**src/rtl/pc_unit.sv**
```systemverilog
// Fetch-stage program counter: start/stall gating, trap and redirect priority, circular RAS.
// Optional alignment check of redirect/return targets enabled by defining PC_ALIGN_CHECK_EN.
module pc_unit #(
  parameter int              PC_W      = 32,
  parameter logic [PC_W-1:0] RESET_VEC = '0,
  parameter logic [PC_W-1:0] TRAP_VEC  = PC_W'(32'h0000_0100),
  parameter int              INC       = 4,
  parameter int              RAS_DEPTH = 4
) (
  input  logic                         clk_i,
  input  logic                         rst_i,
  input  logic                         start_i,
  input  logic                         stall_i,
  input  logic                         redirect_i,
  input  logic [PC_W-1:0]              redirect_pc_i,
  input  logic                         call_i,
  input  logic                         ret_i,
  input  logic                         trap_i,
  output logic [PC_W-1:0]              pc_o,
  output logic                         pc_valid_o,
  output logic [$clog2(RAS_DEPTH):0]   ras_count_o,
  output logic                         ret_miss_o,
  output logic                         misalign_o
);

  localparam int              PTR_W = $clog2(RAS_DEPTH);
  localparam int              CNT_W = PTR_W + 1;
  localparam logic [PC_W-1:0] INC_V = PC_W'(INC);
  localparam logic [CNT_W-1:0] FULL = CNT_W'(RAS_DEPTH);

  typedef enum logic {IDLE, RUN} state_t;

  state_t             r_state, w_state_next;
  logic [PC_W-1:0]    r_pc, w_pc_next, w_pc_inc, w_target, w_top;
  logic [PC_W-1:0]    r_ras [RAS_DEPTH];
  logic [PTR_W-1:0]   r_ptr, w_ptr_dec;
  logic [CNT_W-1:0]   r_count;
  logic               r_miss, w_miss;
  logic               w_run, w_push, w_replace, w_pop, w_load, w_misalign;

  // FSM: state register
  always_ff @(posedge clk_i or negedge rst_i) begin
    if (!rst_i) r_state <= IDLE;
    else        r_state <= w_state_next;
  end

  // FSM: next state
  always_comb begin
    w_state_next = r_state;
    case (r_state)
      IDLE:    if (start_i)  w_state_next = RUN;
      RUN:     if (!start_i) w_state_next = IDLE;
      default: w_state_next = IDLE;
    endcase
  end

  // FSM: outputs
  always_comb begin
    pc_valid_o = (r_state == RUN);
  end

  assign w_run     = (r_state == RUN) && start_i;
  assign w_pc_inc  = r_pc + INC_V;
  assign w_ptr_dec = r_ptr - PTR_W'(1);
  assign w_top     = r_ras[w_ptr_dec];

  // Next-PC priority: trap, stall, redirect (call / call+ret / ret), ret, sequential.
  always_comb begin
    w_target  = redirect_pc_i;
    w_load    = 1'b0;
    w_push    = 1'b0;
    w_replace = 1'b0;
    w_pop     = 1'b0;
    w_miss    = 1'b0;
    w_pc_next = r_pc;
    if (w_run) begin
      if (trap_i) begin
        w_pc_next = TRAP_VEC;
      end else if (stall_i) begin
        w_pc_next = r_pc;
      end else if (redirect_i) begin
        w_load = 1'b1;
        if (call_i && (!ret_i || r_count == '0)) w_push = 1'b1;
        else if (call_i)                         w_replace = 1'b1;
        else if (ret_i && r_count != '0)         w_pop = 1'b1;
      end else if (ret_i && r_count != '0) begin
        w_target = w_top;
        w_load   = 1'b1;
        w_pop    = 1'b1;
      end else begin
        w_pc_next = w_pc_inc;
        w_miss    = ret_i;
      end
      if (w_load) w_pc_next = w_misalign ? TRAP_VEC : w_target;
    end
  end

`ifdef PC_ALIGN_CHECK_EN
  localparam logic [PC_W-1:0] ALIGN_MASK = PC_W'(INC - 1);
  logic r_misalign;

  assign w_misalign = w_load && ((w_target & ALIGN_MASK) != '0);

  always_ff @(posedge clk_i or negedge rst_i) begin
    if (!rst_i) r_misalign <= 1'b0;
    else        r_misalign <= w_misalign;
  end
  assign misalign_o = r_misalign;
`else
  assign w_misalign = 1'b0;
  assign misalign_o = 1'b0;
`endif

  always_ff @(posedge clk_i or negedge rst_i) begin
    if (!rst_i) begin
      r_pc    <= RESET_VEC;
      r_ptr   <= '0;
      r_count <= '0;
      r_miss  <= 1'b0;
    end else begin
      r_pc   <= w_pc_next;
      r_miss <= w_miss;
      if (w_push) begin
        r_ptr <= r_ptr + PTR_W'(1);
        if (r_count != FULL) r_count <= r_count + CNT_W'(1);
      end else if (w_pop) begin
        r_ptr   <= w_ptr_dec;
        r_count <= r_count - CNT_W'(1);
      end
    end
  end

  // Stack contents need no reset; full pushes overwrite the oldest slot naturally.
  always_ff @(posedge clk_i) begin
    if (w_push)         r_ras[r_ptr]     <= w_pc_inc;
    else if (w_replace) r_ras[w_ptr_dec] <= w_pc_inc;
  end

  assign pc_o        = r_pc;
  assign ras_count_o = r_count;
  assign ret_miss_o  = r_miss;

endmodule

```
**config.mk**
```make
export PLATFORM = sky130hd
export DESIGN_NAME = pc_unit
export DESIGN_NICKNAME = d
export VERILOG_FILES = /design/src/rtl/pc_unit.sv
export SDC_FILE = /design/constraint.sdc
export NUM_CORES = 1
export LEC_CHECK = 0
export CAP_MARGIN = 10
export CORE_ASPECT_RATIO = 0.9
export CORE_MARGIN = 3
export CORE_UTILIZATION = 50
export CTS_CLUSTER_DIAMETER = 100
export DETAILED_ROUTE_END_ITERATION = 10
export DONT_BUFFER_PORTS = 1
export PLACE_DENSITY = 0.64
export SLEW_MARGIN = 10
export SYNTH_ARGS = -nofsm -noshare
export SYNTH_HDL_FRONTEND = slang
export SYNTH_SLANG_ARGS = --single-unit
```
**constraint.sdc**
```tcl
create_clock -name clk_i -period 3.5 [get_ports clk_i]
set_input_delay 0.7 -clock clk_i [delete_from_list [all_inputs] [get_ports clk_i]]
set_output_delay 0.7 -clock clk_i [all_outputs]
set_load 0.005 [all_outputs]
```
==> summary.txt <==
Critical path
  • CP Launch Type: register
  • WS Path Type: reg2reg
  • Top fanout value on the critical path: 13
  • Crit end category: register
  • CP required: 3.61 ns
  • Arrival @ worst endpoint: approximately 2.6 ns

Status
  • Status: finished clean

Layout
  • Multi-input gate area: 2733 µm²
  • Area growth syn-to-layout: 11.64%
  • Share of layout cells above drive strength 1: around a fifth
  • Fill count: ~1,200
  • Final net count: around 580
  • Final instance area: approximately 8600 µm²
  • Storage cell area: ~4800 µm²
  • Layout Cells excl Fill: around 750
  • Diode count: 0

Floorplan
  • Die Ht: around 120 µm
  • Die area: between 15,000 and 20,000 µm²
  • Num ports: between 70 and 80
  • Die width: around 140 µm
  • Initial core utilization: ~52%
  • Row Count: 42
  • Area of the core: ~15,000 µm²

CTS
  • TritonCTS Buffers: 17
  • Post-CTS setup buffers: 0
  • Worst-Skew Late Latency: approximately 0.43 ns
  • Root Buffer: clkbuf_16
  • H-tree levels: 4
  • # clock sinks: 167
  • Bufs on Longest Clock Path: 2
  • Clock-pin slew on the worst setup and hold paths: ~0.06 ns
  • Post-CTS sizing: 0
  • CTS tree: done

Timing
  • Fin. max-slew vios: 0
  • Worst rel slew slack: between 40 and 50%
  • Final Critical Period: approximately 2.5 ns
  • Final Setup Violations: 0
  • Worst-margin pin slew: a little under 0.9 ns
  • Tcrit/Tclk final: between 70% and 80%
  • FMAX: 396.0 MHz
  • Unrepaired setup endpoints after global routing: false
  • Final Hold Vio Count: 0
  • Final Skew: 0.01311 ns
  • TNS Setup: 0 ns

Synth
  • Seq/Total Area, Yosys: a little over three fifths
  • Top cells by area, synth: edfxtp_1 50%, dfrtp_1 13%, mux4_2 9.4%
  • Share of the synthesized area in the top cell type: roughly half
  • Top_reg_cell synth: edfxtp_1
  • Share of synthesized registers carrying an async set or reset: a little under a quarter
  • Flops & latches, synth: between 150 and 200
  • Synth cell types: 59
  • Avg Inst Size Synth: between 10 and 15 µm²
  • Synthesized netlist cell count: 530
  • Most common cell in the netlist: edfxtp_1
  • Ys Warns: 0
  • Synth Net Count: roughly 570
  • Post-synth EDFFs: between 100 and 150
  • Post-synth top area cell: edfxtp_1
  • Post-synthesis cell area: between 7000 and 8000 µm²
  • Synth top cells by count: 128 x edfxtp_1, 39 x dfrtp_1, 33 x nand2_1, 33 x o21ai_0, 32 x mux4_2

GRT
  • GR Util All Layers: 22.69%
  • Vias in the first global route: about 4,700
  • Initial antenna violation count: 0
  • Largest net degree at the start of global routing: 40
  • First-pass GRT wire length: about 28,000 µm
  • Grt ovf: 0

Power and ir drop
  • Internal: 3.997 mW
  • Sw Ratio: 26.86%
  • Comb pwr share: roughly 18%
  • Power Dens Cells: between 600 and 700 nW/µm²
  • Sequential share of power: a little under half
  • Leak: 2.954 nW
  • Clock power share: 34.7%
  • VDD IR max: between 0.4 and 0.5 mV
  • Switching pwr: roughly 1.5 mW

Route
  • DRC Markers: 0
  • Final wirelength: ~18,000 µm
  • WL/cell: 24.51 µm
  • ANT nets after route: 0
  • Pre-antenna DRT Iters: 5
  • Vias: approximately 4,700
  • 1st-iter DRT viols: 532
  • DR vias/cell: 6.260

Place
  • Estimated wirelength of the detail-placed design: approximately 12,000 µm
  • Port bufs: 0
  • Placed insts: 712
  • GPL Wtd Cong: slightly below 0.8
  • Dpl cell area: about 8000 µm²

Flow run
  • Max-cap violations: 0

Min path
  • Hold/Removal Path Class: in2async
logic make-up (layout without fill, tap and decap cells):
| group | after synthesis | count (layout) | share of synthesized area [%] |
|---|---|---|---|
| compound gates | 95 | 95 | 8.150 |
| xor+xnor | 31 | 31 | 3.523 |
| fa+ha+maj | 2 | 2 | 0.4221 |
| buf+inv | 40 | 57 | 2.678 |
| flops | 167 | 167 | 62.53 |
| mux | 64 | 64 | 13.72 |
| other cells | 1 | 1 | 0.04865 |
| simple gates | 130 | 130 | 8.928 |
worst max-delay path: stages, from the launching register on:
cell and delay (ns):
dfrtp_1 0.48, or3_4 0.42, and2_1 0.21, xnor2_1 0.14
nand3_1 0.20, nor2_4 0.41, buf_4 0.34
layer usage:
layer  global-route usage [%]  up-vias  wire length [µm]
met5                        0        -                 0
met4                    5.798        0               223
met3                    8.724       22              1489
met2                    36.51      158              8959
met1                    29.34     2405              7586
li1                         -     2079                 -
flip-flops by register name, summed over array words and instances, names as in the netlist:
| register | count |
|---|---|
| r_ras | 128 |
| pc_o | 32 |
| ret_miss_o | 1 |
| pc_valid_o | 1 |
| r_ptr | 2 |
| ras_count_o | 3 |
cell type report:
type / instances / share of cell area, %
timing repair buffer: 19 / 2.181
tap: 198 / 2.879
multi-input combinational: 323 / 31.76
inverter: 6 / 0.2617
clock inverter: 13 / 1.861
sequential: 167 / 56.03
clock buffer: 19 / 5.031
cell usage in the layout (no fill, tap or decap), types with 5 or more instances in the layout:
cell type and instances:
mux2_2 13, mux2i_1 19, o311ai_0 7, mux4_2 32, o21ai_0 33, and3_1 7, dfrtp_1 38, nand4_1 9
nand3_1 15, xnor2_1 23, buf_4 16, a31oi_1 6, xor2_1 8, clkbuf_16 17, nand2_1 33, or3_1 5
clkinv_2 5, inv_1 6, a21oi_1 15, nor3_1 9, nor2_1 26, a211o_1 5, edfxtp_1 128
through the flow:
step / worst slack, ns / hold slack [ns] / utilization, % / power, mW
2_1_floorplan: 0.1276 / 0.4044 / - / 3.327
4_1_cts: 0.9484 / 0.1037 / 57.65 / 5.517
3_3_place_gp: 0.6982 / 0.4056 / 53.50 / 3.565
6_report: 0.9746 / 0.1048 / 57.65 / 5.465
3_5_place_dp: 0.6671 / 0.4058 / 53.50 / 3.601
5_1_grt: 0.7402 / 0.1062 / 57.65 / 5.701
repair_timing:
action	4_1_cts	5_1_grt
hold endpoints to repair	39	0
hold buffers	1	0
endpoints found under the setup margin	0	0
power by group through the flow:
| stage | Clock, mW | Sequential, mW | Combinational [mW] |
|---|---|---|---|
| after global routing | 2.01 | 2.64 | 1.05 |
| final | 1.90 | 2.60 | 0.964 |
| after detailed placement | 0 | 2.65 | 0.953 |
| after CTS | 1.94 | 2.61 | 0.971 |
| after global placement | 0 | 2.64 | 0.925 |
| after floorplan | 0 | 2.47 | 0.859 |
final timing paths:
path	startpoint	to	slack [ns]	cells past startpoint
setup reg to reg	ras_count_o[1]	r_ras[2][11]	0.97	6
setup / recovery	ras_count_o[1]	r_ras[2][11]	0.97	6
min in group clk_i	start_i	pc_valid_o	0.30	0
hold / removal	rst_i	ras_count_o[1]	0.10	1
max in group asynchronous	rst_i	pc_o[24]	3.16	1
hold reg to reg	pc_o[0]	r_ras[1][0]	0.60	0
(Power assumes the default switching activity.)
